--- config.mk ---
export PLATFORM = sky130hd
export DESIGN_NAME = mul_arb
export DESIGN_NICKNAME = d
export VERILOG_FILES = /design/src/rtl/mul_arb.sv
export SDC_FILE = /design/constraint.sdc
export NUM_CORES = 1
export LEC_CHECK = 0
export ABC_AREA = 1
export CELL_PAD_IN_SITES_DETAIL_PLACEMENT = 1
export CELL_PAD_IN_SITES_GLOBAL_PLACEMENT = 2
export CORE_MARGIN = 8
export CORE_UTILIZATION = 14
export CTS_CLUSTER_DIAMETER = 40
export CTS_CLUSTER_SIZE = 28
export DETAILED_ROUTE_END_ITERATION = 8
export PLACE_DENSITY_LB_ADDON = 0.1
export SYNTH_ARGS = -nofsm -noshare
export SYNTH_HDL_FRONTEND = slang
export SYNTH_SLANG_ARGS = --single-unit
--- constraint.sdc ---
create_clock -name clk -period 1.61 [get_ports clk]
set_input_delay 0.2415 -clock clk [delete_from_list [all_inputs] [get_ports clk]]
set_output_delay 0.2415 -clock clk [all_outputs]
set_load 0.01 [all_outputs]
--- src/rtl/mul_arb.sv ---
// Round-robin front end for a shared iterative multiplier: grants one RISC-V M op at a time,
// waits out the fixed multiplier latency, then returns the selected product half with its tag.
module mul_arb #(
  parameter int unsigned NUM_REQ = 2,
  parameter int unsigned MUL_LAT = 5,
  parameter int unsigned TAG_W   = 4
) (
  input  logic                     clk,
  input  logic                     reset,
  input  logic [NUM_REQ-1:0]       req_valid,
  output logic [NUM_REQ-1:0]       req_ready,
  input  logic [NUM_REQ*2-1:0]     req_op,
  input  logic [NUM_REQ*32-1:0]    req_a,
  input  logic [NUM_REQ*32-1:0]    req_b,
  input  logic [NUM_REQ*TAG_W-1:0] req_tag,
  input  logic                     flush,
  output logic [NUM_REQ-1:0]       resp_valid,
  input  logic [NUM_REQ-1:0]       resp_ready,
  output logic [31:0]              resp_data,
  output logic [TAG_W-1:0]         resp_tag,
  output logic                     busy,
  output logic                     mul_req_valid,
  output logic                     mul_in_1_signed,
  output logic                     mul_in_2_signed,
  output logic [31:0]              mul_in_1,
  output logic [31:0]              mul_in_2,
  input  logic [63:0]              mul_resp_result
);

  localparam int unsigned IDX_W = (NUM_REQ > 1) ? $clog2(NUM_REQ) : 1;
  localparam int unsigned CNT_W = $clog2(MUL_LAT + 1);

  typedef enum logic [1:0] {IDLE, BUSY, RESP} state_t;

  state_t           state;
  logic [CNT_W-1:0] cnt;
  logic [IDX_W-1:0] rr;
  logic [IDX_W-1:0] owner;
  logic [TAG_W-1:0] tag_q;
  logic             hi_sel;

  logic [31:0]      a_arr   [NUM_REQ];
  logic [31:0]      b_arr   [NUM_REQ];
  logic [1:0]       op_arr  [NUM_REQ];
  logic [TAG_W-1:0] tag_arr [NUM_REQ];

  logic             found;
  logic [IDX_W-1:0] win;
  logic [IDX_W-1:0] idx;
  logic             hs;
  logic             grant;

  always_comb begin
    for (int k = 0; k < int'(NUM_REQ); k++) begin
      a_arr[k]   = req_a[32*k +: 32];
      b_arr[k]   = req_b[32*k +: 32];
      op_arr[k]  = req_op[2*k +: 2];
      tag_arr[k] = req_tag[TAG_W*k +: TAG_W];
    end
  end

  // Round-robin search starting just after the last winner.
  always_comb begin
    found = 1'b0;
    win   = '0;
    idx   = '0;
    for (int unsigned i = 1; i <= NUM_REQ; i++) begin
      idx = IDX_W'((32'(rr) + i) % NUM_REQ);
      if (!found && req_valid[idx]) begin
        found = 1'b1;
        win   = idx;
      end
    end
  end

  assign hs    = (state == RESP) && resp_ready[owner];
  assign grant = reset && !flush && found && ((state == IDLE) || hs);
  assign busy  = (state != IDLE);

  always_comb begin
    req_ready       = '0;
    mul_req_valid   = 1'b0;
    mul_in_1_signed = 1'b0;
    mul_in_2_signed = 1'b0;
    mul_in_1        = '0;
    mul_in_2        = '0;
    if (grant) begin
      req_ready       = NUM_REQ'(1) << win;
      mul_req_valid   = 1'b1;
      mul_in_1_signed = (op_arr[win] != 2'b11);
      mul_in_2_signed = !op_arr[win][1];
      mul_in_1        = a_arr[win];
      mul_in_2        = b_arr[win];
    end
  end

  always_ff @(posedge clk or negedge reset) begin
    if (!reset) begin
      state      <= IDLE;
      cnt        <= '0;
      rr         <= IDX_W'(NUM_REQ - 1);
      owner      <= '0;
      tag_q      <= '0;
      hi_sel     <= 1'b0;
      resp_valid <= '0;
      resp_data  <= '0;
      resp_tag   <= '0;
    end else if (flush) begin
      state      <= IDLE;
      resp_valid <= '0;
    end else begin
      case (state)
        IDLE: ;
        BUSY: begin
          if (cnt != '0) begin
            cnt <= cnt - CNT_W'(1);
          end else begin
            resp_data  <= hi_sel ? mul_resp_result[63:32] : mul_resp_result[31:0];
            resp_tag   <= tag_q;
            resp_valid <= NUM_REQ'(1) << owner;
            state      <= RESP;
          end
        end
        RESP: begin
          if (hs) begin
            resp_valid <= '0;
            state      <= IDLE;
          end
        end
        default: state <= IDLE;
      endcase
      // A grant overrides the IDLE return of a same-cycle handshake.
      if (grant) begin
        hi_sel <= |op_arr[win];
        tag_q  <= tag_arr[win];
        owner  <= win;
        rr     <= win;
        cnt    <= CNT_W'(MUL_LAT);
        state  <= BUSY;
      end
    end
  end

endmodule
Yosys cells after proc, flatten, opt, wreduce, memory -nomap -nowiden
Cells that the tools add are included.
{"block": "word_totals", "register_bits": 50, "output_inout_bits": 108}
{"block": "op_classes", "add_sub_neg": 3, "order_cmp": 4, "n_eq_ne": 8, "shifts": 2, "n_mux": 40, "bitwise": 3, "n_reduce_logical": 21}
{"op": "two-way mux 32 bit", "count": 9}
{"op": "two-way mux 2 bit", "count": 10}
{"op": "two-way mux 1 bit", "count": 13}
{"op": "two-way mux 4 bit", "count": 3}
{"op": "AND reduction 3 bit", "count": 4}
{"op": "two-way mux 3 bit", "count": 3}
{"op": "inequality test 3 bit, second input constant", "count": 3}
{"op": "inequality test 4 bit, second input constant", "count": 2}
{"op": "< comparator 1 x 2 -> 1 bit, second input constant", "count": 3}
{"op": "one-hot mux 2 bit (3 select lines)", "count": 1}
{"op": "nonzero test 2 bit", "count": 3}
{"op": "nonzero test 3 bit", "count": 2}
{"op": "logical AND 1 bit", "count": 5}
{"op": "one-hot mux 2 bit (2 select lines)", "count": 1}
{"op": "<< shifter 1 x 1 -> 2 bit, first input constant", "count": 2}
{"op": "zero test 1 bit", "count": 3}
{"op": "subtractor 3 x 1 -> 3 bit, second input constant", "count": 1}
{"op": "adder 1 bit, second input constant", "count": 2}
{"op": "== test 2 x 1 -> 1 bit, second input constant", "count": 1}
{"op": "== test 2 bit, second input constant", "count": 1}
{"op": "greater-or-equal comparator 2 bit, second input constant", "count": 1}
{"op": "zero test 2 bit", "count": 1}
{"op": "inequality test 2 bit, second input constant", "count": 1}
{"op": "NOT 1 bit", "count": 2}
{"op": "other kinds (4)", "count": 4}

Longest topological paths before layout
Gate-level depths: netlist of run 1.
{"block": "logic_depth", "depth_word": 13, "mapped_depth": 10}

Worst setup path after synthesis of run 1
OpenSTA, ideal clock, no wires.
{"block": "synth_timing", "path_type": "register -> output", "from": "reg rr", "to": "out mul_in_1[10]", "arrival_ps": 1335, "required_ps": 1368, "path_slack_ps": 34, "path_stages_with_launch": 6, "path_cell_list": "dfstp_2 nand2_1 nand2_1 clkbuf_1 nand2_1 a21oi_1"}
{"block": "synth_via", "elab_chain_cells": 12, "word_cells_on_any_way": 19, "classes_between": "add/sub: 2; mux: 12; bitwise: 1; reduce/logical: 4"}
{"item": "from (decl)", "line": "37", "rtl": "logic [IDX_W-1:0] rr;"}
{"item": "from (signal assigned)", "line": "101", "rtl": "rr <= IDX_W'(NUM_REQ - 1);"}
{"item": "from (signal assigned)", "line": "137", "rtl": "rr <= win;"}
{"item": "adder 1 bit", "line": "68", "rtl": "idx = IDX_W'((32'(rr) + i) % NUM_REQ);"}
{"item": "two-way mux 1 bit (implied by the code) (2 in a row)", "line": "69", "rtl": "if (!found && req_valid[idx]) begin"}
{"item": "two-way mux 1 bit", "line": "69"}
{"item": "zero test 1 bit", "line": "69"}
{"item": "logical AND 1 bit", "line": "69"}
{"item": "two-way mux 1 bit", "line": "69"}
{"item": "NOT 1 -> 2 bit (implied by the code)", "line": "92", "rtl": "mul_in_1 = a_arr[win];"}
{"item": "two-way mux 32 bit (implied by the code) (3 in a row)", "line": "92"}
{"item": "two-way mux 32 bit (*)", "line": "87", "rtl": "if (grant) begin"}
{"item": "to (decl)", "line": "25", "rtl": "output logic [31:0] mul_in_1,"}
Every way passes the cells marked *; elsewhere a longest branch is shown, timed or not. The select of a mux whose other input is x is not followed.

Worst setup path after layout of run 1
{"block": "layout_timing", "from": "reg rr", "to": "out mul_in_1[21]"}
The elaborated chain is that of the path after synthesis.

==> flow_summary_export.csv, run 1 <==
group,metric,value,unit
outcome,outcome,"complete, but fails checks",
outcome,violations,"negative setup slack",
floorplanning,die_h,175,um
layout,final_area,8820,um2
placed_design,gp_congestion,0.728,
placed_design,dp_slack,-0.745,ns
placed_design,io_buffers,318,
floorplanning,start_util,14.1,%
logic_synthesis,synth_common_cells,"nand2_1 (285), a21oi_1 (55), dfrtp_1 (49)",
clock_network,clk_path_buf_depth,2,
logic_synthesis,post-synth-top-count-cell,"nand2_1",
drt,drtIter0Drc,120,
drt,dr.pass1.iters,4,
power_and_ir_drop,powerDensity,883,nW/um2
clock_network,htree_levels,2,
critical_path,start_kind,"flop",
clock_network,clk_pin_slew,0.07,ns
placed_design,dp_cells,1169,
critical_path,worst_path_max_delay_cell,"dfstp_2",
clock_network,cts_sinks,50,
logic_synthesis,ys_async_sr_fraction,100,%
flow_run,max_cap_viol_count,0,
timing,skew,0.00298,ns
floorplanning,die_x,175,um
timing,relSlewSlack,54.4,%
power_and_ir_drop,p_sw_share,35.5,%
timing,finalMaxSlewViolations,0,
logic_synthesis,synth_area_leaders,"dfrtp_1 (35%), nand2_1 (30%), mux2_2 (10%)",
timing,setup_slack,-0.360,ns
global_routing,grt-ovfl-total,0,
layout,post-route-util,35.3,%
power_and_ir_drop,seqPwrFrac,26.9,%
floorplanning,rows,58,
power_and_ir_drop,p_int,5.02,mW
power_and_ir_drop,p_clk_share,15.4,%
logic_synthesis,synth_edf_count,0,
placed_design,post-dp-hpwl,16.9,mm
critical_path,end_kind,"output port",
drt,drc_errors,0,
logic_synthesis,seq_area_frac_synth,35.6,%
power_and_ir_drop,ir_drop,0.444,mV
logic_synthesis,synth.largest_area_cell,"dfrtp_1",
global_routing,antenna_found_initial,2,
floorplanning,core-area,25000,um2
logic_synthesis,synth_top_area_share,34.8,%
logic_synthesis,synth-seq-cells,50,
floorplanning,ios,319,
global_routing,grt_pass1_vias,5598,
power_and_ir_drop,combPwrFrac,57.7,%
min_path,hold_class,"primary input to async pin",
critical_path,cp_max_fo,16,
timing,hold_viol,0,
clock_network,clkLatencyLatePin,0.29,ns
timing,rsz0062_at_grt,"true",
clock_network,cts-root-buf,"clkbuf_16",
critical_path,path_cells,"nand2_4 -> nand2_8 -> buf_12 -> clkinv_16 -> buf_12 -> nand2_2 -> a21oi_2 -> buf_2",
logic_synthesis,syn_nets,734,
clock_network,cts_tree,"done",
timing,setup_violations,71,
timing,clock.fmax,0.508,GHz
logic_synthesis,syn_area,3520,um2
drt,route.antenna.remaining_nets,0,
timing,max_slew.worst_pin.slew,0.684,ns
clock_network,cts_hold_buf,0,
logic_synthesis,synthFlopType,"dfrtp_1",
power_and_ir_drop,cellLeakagePower,3.96,nW
drt,dr_total_vias,4884,
clock_network,numCtsBuffers,5,
layout,final_nets,1105,
critical_path,critPathKind,"flop to output port",
placed_design,placedInstanceArea,7320,um2
floorplanning,die_area,30500,um2
power_and_ir_drop,switching_power,2.76,mW
global_routing,grtUsageTotal,13.8,%
logic_synthesis,synth_cell_types,23,
logic_synthesis,syn-instance-count,521,
timing,period_needed,1.97,ns
drt,routed_wl,22.6,mm
timing,period_share,122,%
critical_path,crit_top_cell,"buf_12",
critical_path,required,1.37,ns
critical_path,slowest_delay,0.57,ns
logic_synthesis,yosysWarnings,0,
layout,syn2layout_area_growth,151,%
global_routing,grt_max_degree,51,
logic_synthesis,avgSynthCellArea,6.76,um2
critical_path,arrival,1.73,ns
layout,drive_gt1_share,43.0,%
drt,wl_per_cell,18.5,um
drt,via_per_inst,3.99,
layout,finalNonFillerCells,1224,
global_routing,grt_pass1_wl,33.3,mm
[power by group through the flow]
stage / Sequential (mW) / Combinational (mW) / Clock [mW]
2_1_floorplan: 2.30 / 1.30 / 0
3_3_place_gp: 2.10 / 3.72 / 0
3_5_place_dp: 2.12 / 3.75 / 0
4_1_cts: 2.11 / 4.23 / 1.27
5_1_grt: 2.19 / 4.88 / 1.32
6_report: 2.10 / 4.49 / 1.20
[cell usage in the layout, fill, tap and decap left out, types with 4 or more instances in the layout]
cell	netlist	final
a21oi_2	10	53
dfrtp_1	49	49
a21oi_4	0	11
nand2_1	285	178
buf_2	25	50
mux2_2	32	32
buf_12	0	19
buf_6	2	31
nor2_2	1	4
buf_8	0	4
buf_4	0	32
inv_1	15	12
buf_16	0	6
nand3_1	14	10
nand2_2	1	82
nand2_8	0	5
inv_2	4	5
clkbuf_16	0	10
nand2_4	2	25
clkdlybuf4s50_1	0	245
[flip-flops by register name, indices dropped and copies added (netlist names)]
name	flops
hi_sel	1
state	2
resp_valid	2
resp_data	32
resp_tag	4
owner	1
rr	1
tag_q	4
cnt	3
[area by class of cell]
class,count,area [um2]
Clock buffer,5,125
Inverter,19,100
Fill cell,2930,16100
Multi-Input combinational cell,420,2820
Timing Repair Buffer,395,4050
Clock inverter,3,40.0
Timing Repair inverter,1,11.3
Antenna cell,1,2.50
Sequential cell,50,1250
Tap cell,330,413
[per-stage QoR]
stage / hold slack [ns] / total power, mW / TNS, ns
after floorplan: -0.0541 / 3.60 / 0
after global placement: 0.460 / 5.81 / -49.05
after detailed placement: 0.462 / 5.87 / -50.12
after CTS: 0.174 / 7.61 / -23.81
after global routing: 0.205 / 8.38 / -26.46
final: 0.122 / 7.79 / -21.07
[timing repair]
action                                  CTS  global route
pin swaps                                51            26
cloned                                   11             8
setup buffers                            20            14
endpoints found under the setup margin   70           116
resized for setup                       416           155
[critical path, delay by kind of cell (launching register included)]
family,cells,cell delay [ns]
flops,1,0.57
buf+inv,4,0.53
simple gates,3,0.28
compound gates,1,0.06
[routing by layer]
layer / global-route usage, % / routed length (um) / vias to the layer above
li1: - / - / 2394
met1: 15.4 / 9080 / 2261
met2: 23.8 / 10900 / 212
met3: 6.38 / 2400 / 15
met4: 2.86 / 280 / 2
met5: 0 / 13 / -
[cells by family after synthesis]
logic type	Yosys count	share of synthesized area, %
and+or+nand+nor	317	35.9
AOI/OAI and AO/OA	67	10.6
buffers and inverters	53	6.97
DFF	50	35.6
muxes	32	10.2
adders and majority gates	2	0.711
[final timing paths]
check,startpoint,endpoint,slack [ns],depth (start not counted)
min reg2reg,tag_q[0],resp_tag[0],0.47,2
max in group asynchronous,reset,resp_data[20],1.01,2
max,rr,mul_in_1[21],-0.36,8
min in group clk,tag_q[0],resp_tag[0],0.47,2
max reg2reg,rr,tag_q[3],-0.04,11
min,reset,resp_data[29],0.12,2
(Power assumes the default switching activity.)
==> run 2, diff against run 1 <==
--- a/config.mk
+++ b/config.mk
@@ -5,7 +5,6 @@
 export SDC_FILE = /design/constraint.sdc
 export NUM_CORES = 1
 export LEC_CHECK = 0
-export ABC_AREA = 1
 export CELL_PAD_IN_SITES_DETAIL_PLACEMENT = 1
 export CELL_PAD_IN_SITES_GLOBAL_PLACEMENT = 2
 export CORE_MARGIN = 8
==> run 2 against run 1 <==
Against the previous run: the flow still finishes with violations (negative setup slack); first-iteration DRC count rose by 5.8%; power fell by 6.1%; critical path depth fell by 1; flip-flop and latch count did not move; wire length fell by 3.9%; setup slack got worse by 0.12 ns; critical path type unchanged; largest cell class unchanged.
==> flow_summary_export.csv, run 2 <==
group,metric,value,unit
placed_design,placedInstanceArea,7410,um2
logic_synthesis,synth_fa_ha_area_share,0.735,%
timing,timing.hold.ws,0.0849,ns
clock_network,cts_sinks,50,
drt,routed_wl,21.7,mm
timing,hold_viol,0,
drt,via_per_inst,4.12,
logic_synthesis,syn-instance-count,440,
timing,relSlewSlack,54.9,%
drt,route.antenna.remaining_nets,0,
logic_synthesis,synth_common_cells,"nand2_1 (131), a21oi_1 (68), o21ai_0 (62)",
logic_synthesis,synth.area.mux_share,16.1,%
global_routing,grt-ovfl-total,0,
layout,biggestRegsByFlops,"resp_data x32, resp_tag x4, tag_q x4",
critical_path,start_kind,"flop",
logic_synthesis,seq_area_frac_synth,36.8,%
clock_network,clk_path_buf_depth,2,
layout,final_area,8060,um2
min_path,hold_class,"primary input to async pin",
logic_synthesis,synth_compound_area_share,22.6,%
critical_path,cp_max_fo,7,
timing,max_slew.worst_pin.slew,0.676,ns
layout,final_nets,1014,
critical_path,required,1.37,ns
global_routing,antenna_found_initial,4,
drt,wl_per_cell,19.3,um
clock_network,numCtsBuffers,5,
logic_synthesis,yosysWarnings,0,
drt,drc_errors,0,
timing,skew,0.00813,ns
clock_network,cts_hold_buf,0,
logic_synthesis,yosys.area_share.simple,18.6,%
clock_network,clkLatencyLatePin,0.29,ns
layout,largest_reg_flops,32,
logic_synthesis,synth_edf_count,0,
placed_design,gp_congestion,0.723,
logic_synthesis,synth_cell_types,37,
global_routing,grt_pass1_wl,30.4,mm
logic_synthesis,post-synth-top-count-cell,"nand2_1",
timing,finalMaxSlewViolations,0,
global_routing,grtUsageTotal,13.3,%
floorplanning,ios,319,
drt,dr.pass1.iters,4,
logic_synthesis,avgSynthCellArea,7.74,um2
logic_synthesis,synth-seq-cells,50,
timing,period_share,130,%
floorplanning,die_x,172,um
global_routing,grt_pass1_vias,5177,
floorplanning,start_util,14.1,%
drt,dr_total_vias,4634,
clock_network,cts_tree,"done",
placed_design,io_buffers,318,
logic_synthesis,synth_top_family_by_area,"compound AO/OA/AOI/OAI gates",
power_and_ir_drop,cellLeakagePower,3.54,nW
floorplanning,core-area,24100,um2
outcome,violations,"negative setup slack",
floorplanning,die_area,29600,um2
clock_network,htree_levels,2,
clock_network,clk_pin_slew,0.07,ns
critical_path,end_kind,"output port",
critical_path,arrival,1.84,ns
logic_synthesis,syn_nets,653,
power_and_ir_drop,powerDensity,907,nW/um2
layout,fillCellCount,2815,
global_routing,grt_max_degree,51,
drt,drtIter0Drc,127,
logic_synthesis,ys_async_sr_fraction,100,%
logic_synthesis,synth-xor-area-share,0,%
timing,setup_violations,107,
logic_synthesis,synth.largest_area_cell,"dfrtp_1",
floorplanning,die_h,172,um
flow_run,max_cap_viol_count,0,
layout,largest-register,"resp_data",
clock_network,cts-root-buf,"clkbuf_16",
outcome,outcome,"complete, but fails checks",
timing,period_needed,2.09,ns
power_and_ir_drop,ir_drop,0.411,mV
critical_path,critPathKind,"flop to output port",
timing,rsz0062_at_grt,"true",
critical_path,path_cells,"mux2_4 -> o211ai_4 -> buf_12 -> buf_8 -> clkbuf_16 -> a21oi_2 -> buf_2",
logic_synthesis,syn_area,3410,um2
timing,clock.fmax,0.479,GHz
placed_design,dp_slack,-0.894,ns
logic_synthesis,synth_area_leaders,"dfrtp_1 (36%), nand2_1 (14%), a21oi_1 (10%)",
placed_design,post-dp-hpwl,17.0,mm
floorplanning,rows,57,
layout,syn2layout_area_growth,137,%
logic_synthesis,synthFlopType,"dfrtp_1",
critical_path,slowest_delay,0.39,ns
logic_synthesis,synth_top_area_share,36.0,%
layout,drive_gt1_share,32.0,%
layout,final_cell_mix,"clkdlybuf4s50_1 (244), nand2_1 (131), buf_2 (52)",
layout,final_common_cell,"clkdlybuf4s50_1",
critical_path,worst_path_max_delay_cell,"dfrtp_1",
timing,setup_slack,-0.476,ns
run 2: cell type report:
| type | instances | area [um2] | area share [%] |
|---|---|---|---|
| Timing Repair Buffer | 391 | 3860 | 47.9 |
| Antenna cell | 1 | 2.50 | 0.0310 |
| Clock inverter | 1 | 7.51 | 0.0931 |
| Sequential cell | 50 | 1250 | 15.6 |
| Inverter | 4 | 17.5 | 0.217 |
| Multi-Input combinational cell | 349 | 2380 | 29.6 |
| Tap cell | 324 | 405 | 5.03 |
| Clock buffer | 6 | 129 | 1.60 |
run 2: power by group:
part           switching (mW)  total, mW  internal, mW
clock network           0.450       1.02         0.569
registers               0.325       2.11          1.78
logic                    1.80       4.18          2.38
run 2: stage by stage:
step	utilization (%)	power [mW]	setup TNS [ns]	instances
finish	33.4	7.31	-30.64	1126
global placement	30.8	5.81	-76.38	1085
global route	33.4	7.84	-38.33	1126
CTS	31.4	7.02	-33.01	1107
detailed placement	30.8	5.89	-77.65	1085
floorplan	-	3.60	-0.948	440
run 2: what timing repair did:
action | 4_1_cts | 5_1_grt
setup buffers | 13 | 12
pin swaps | 2 | 3
endpoints found under the setup margin | 112 | 114
cloned | 2 | 7
resized for setup | 279 | 169
run 2: cells by family (layout without fill, tap and decap cells):
group | after synthesis | after routing
and+or+nand+nor | 152 | 152
AOI/OAI and AO/OA | 145 | 145
muxes | 50 | 50
DFF | 50 | 50
buffers and inverters | 41 | 402
adders and majority gates | 2 | 2
other | 0 | 1
run 2: critical path, delay by kind of cell (launching register included):
family,cells,cell delay [ns]
buffers and inverters,4,0.60
DFF,1,0.39
muxes,1,0.32
AOI/OAI and AO/OA,2,0.25
run 2: path summary, 6_finish.rpt:
path	slack [ns]	startpoint	end	cells past startpoint
max in group asynchronous	1.01	reset	hi_sel	2
setup reg to reg	-0.34	owner	hi_sel	8
hold / removal	0.08	reset	resp_valid[0]	2
setup / recovery	-0.48	owner	mul_in_1[29]	7
min in group clk	0.50	flush	resp_valid[1]	3
hold reg to reg	0.50	resp_data[9]	resp_data[9]	2
run 2: routing by layer:
layer  vias up  part of all wire (%)  global-route usage, %
met5         -                  0.17                      0
met4         6                  0.71                   1.91
met3        12                   9.6                   5.50
met2       180                    53                   25.1
met1      2201                    36                   13.7
li1       2235                     -                      -
==> run 3, diff against run 2 <==
--- a/config.mk
+++ b/config.mk
@@ -9,7 +9,7 @@
 export CELL_PAD_IN_SITES_GLOBAL_PLACEMENT = 2
 export CORE_MARGIN = 8
 export CORE_UTILIZATION = 14
-export CTS_CLUSTER_DIAMETER = 40
+export CTS_CLUSTER_DIAMETER = 120
 export CTS_CLUSTER_SIZE = 28
 export DETAILED_ROUTE_END_ITERATION = 8
 export PLACE_DENSITY_LB_ADDON = 0.1
==> results of run 3 <==
No change in the layout: final DEF, timing and power equal those of run 2.
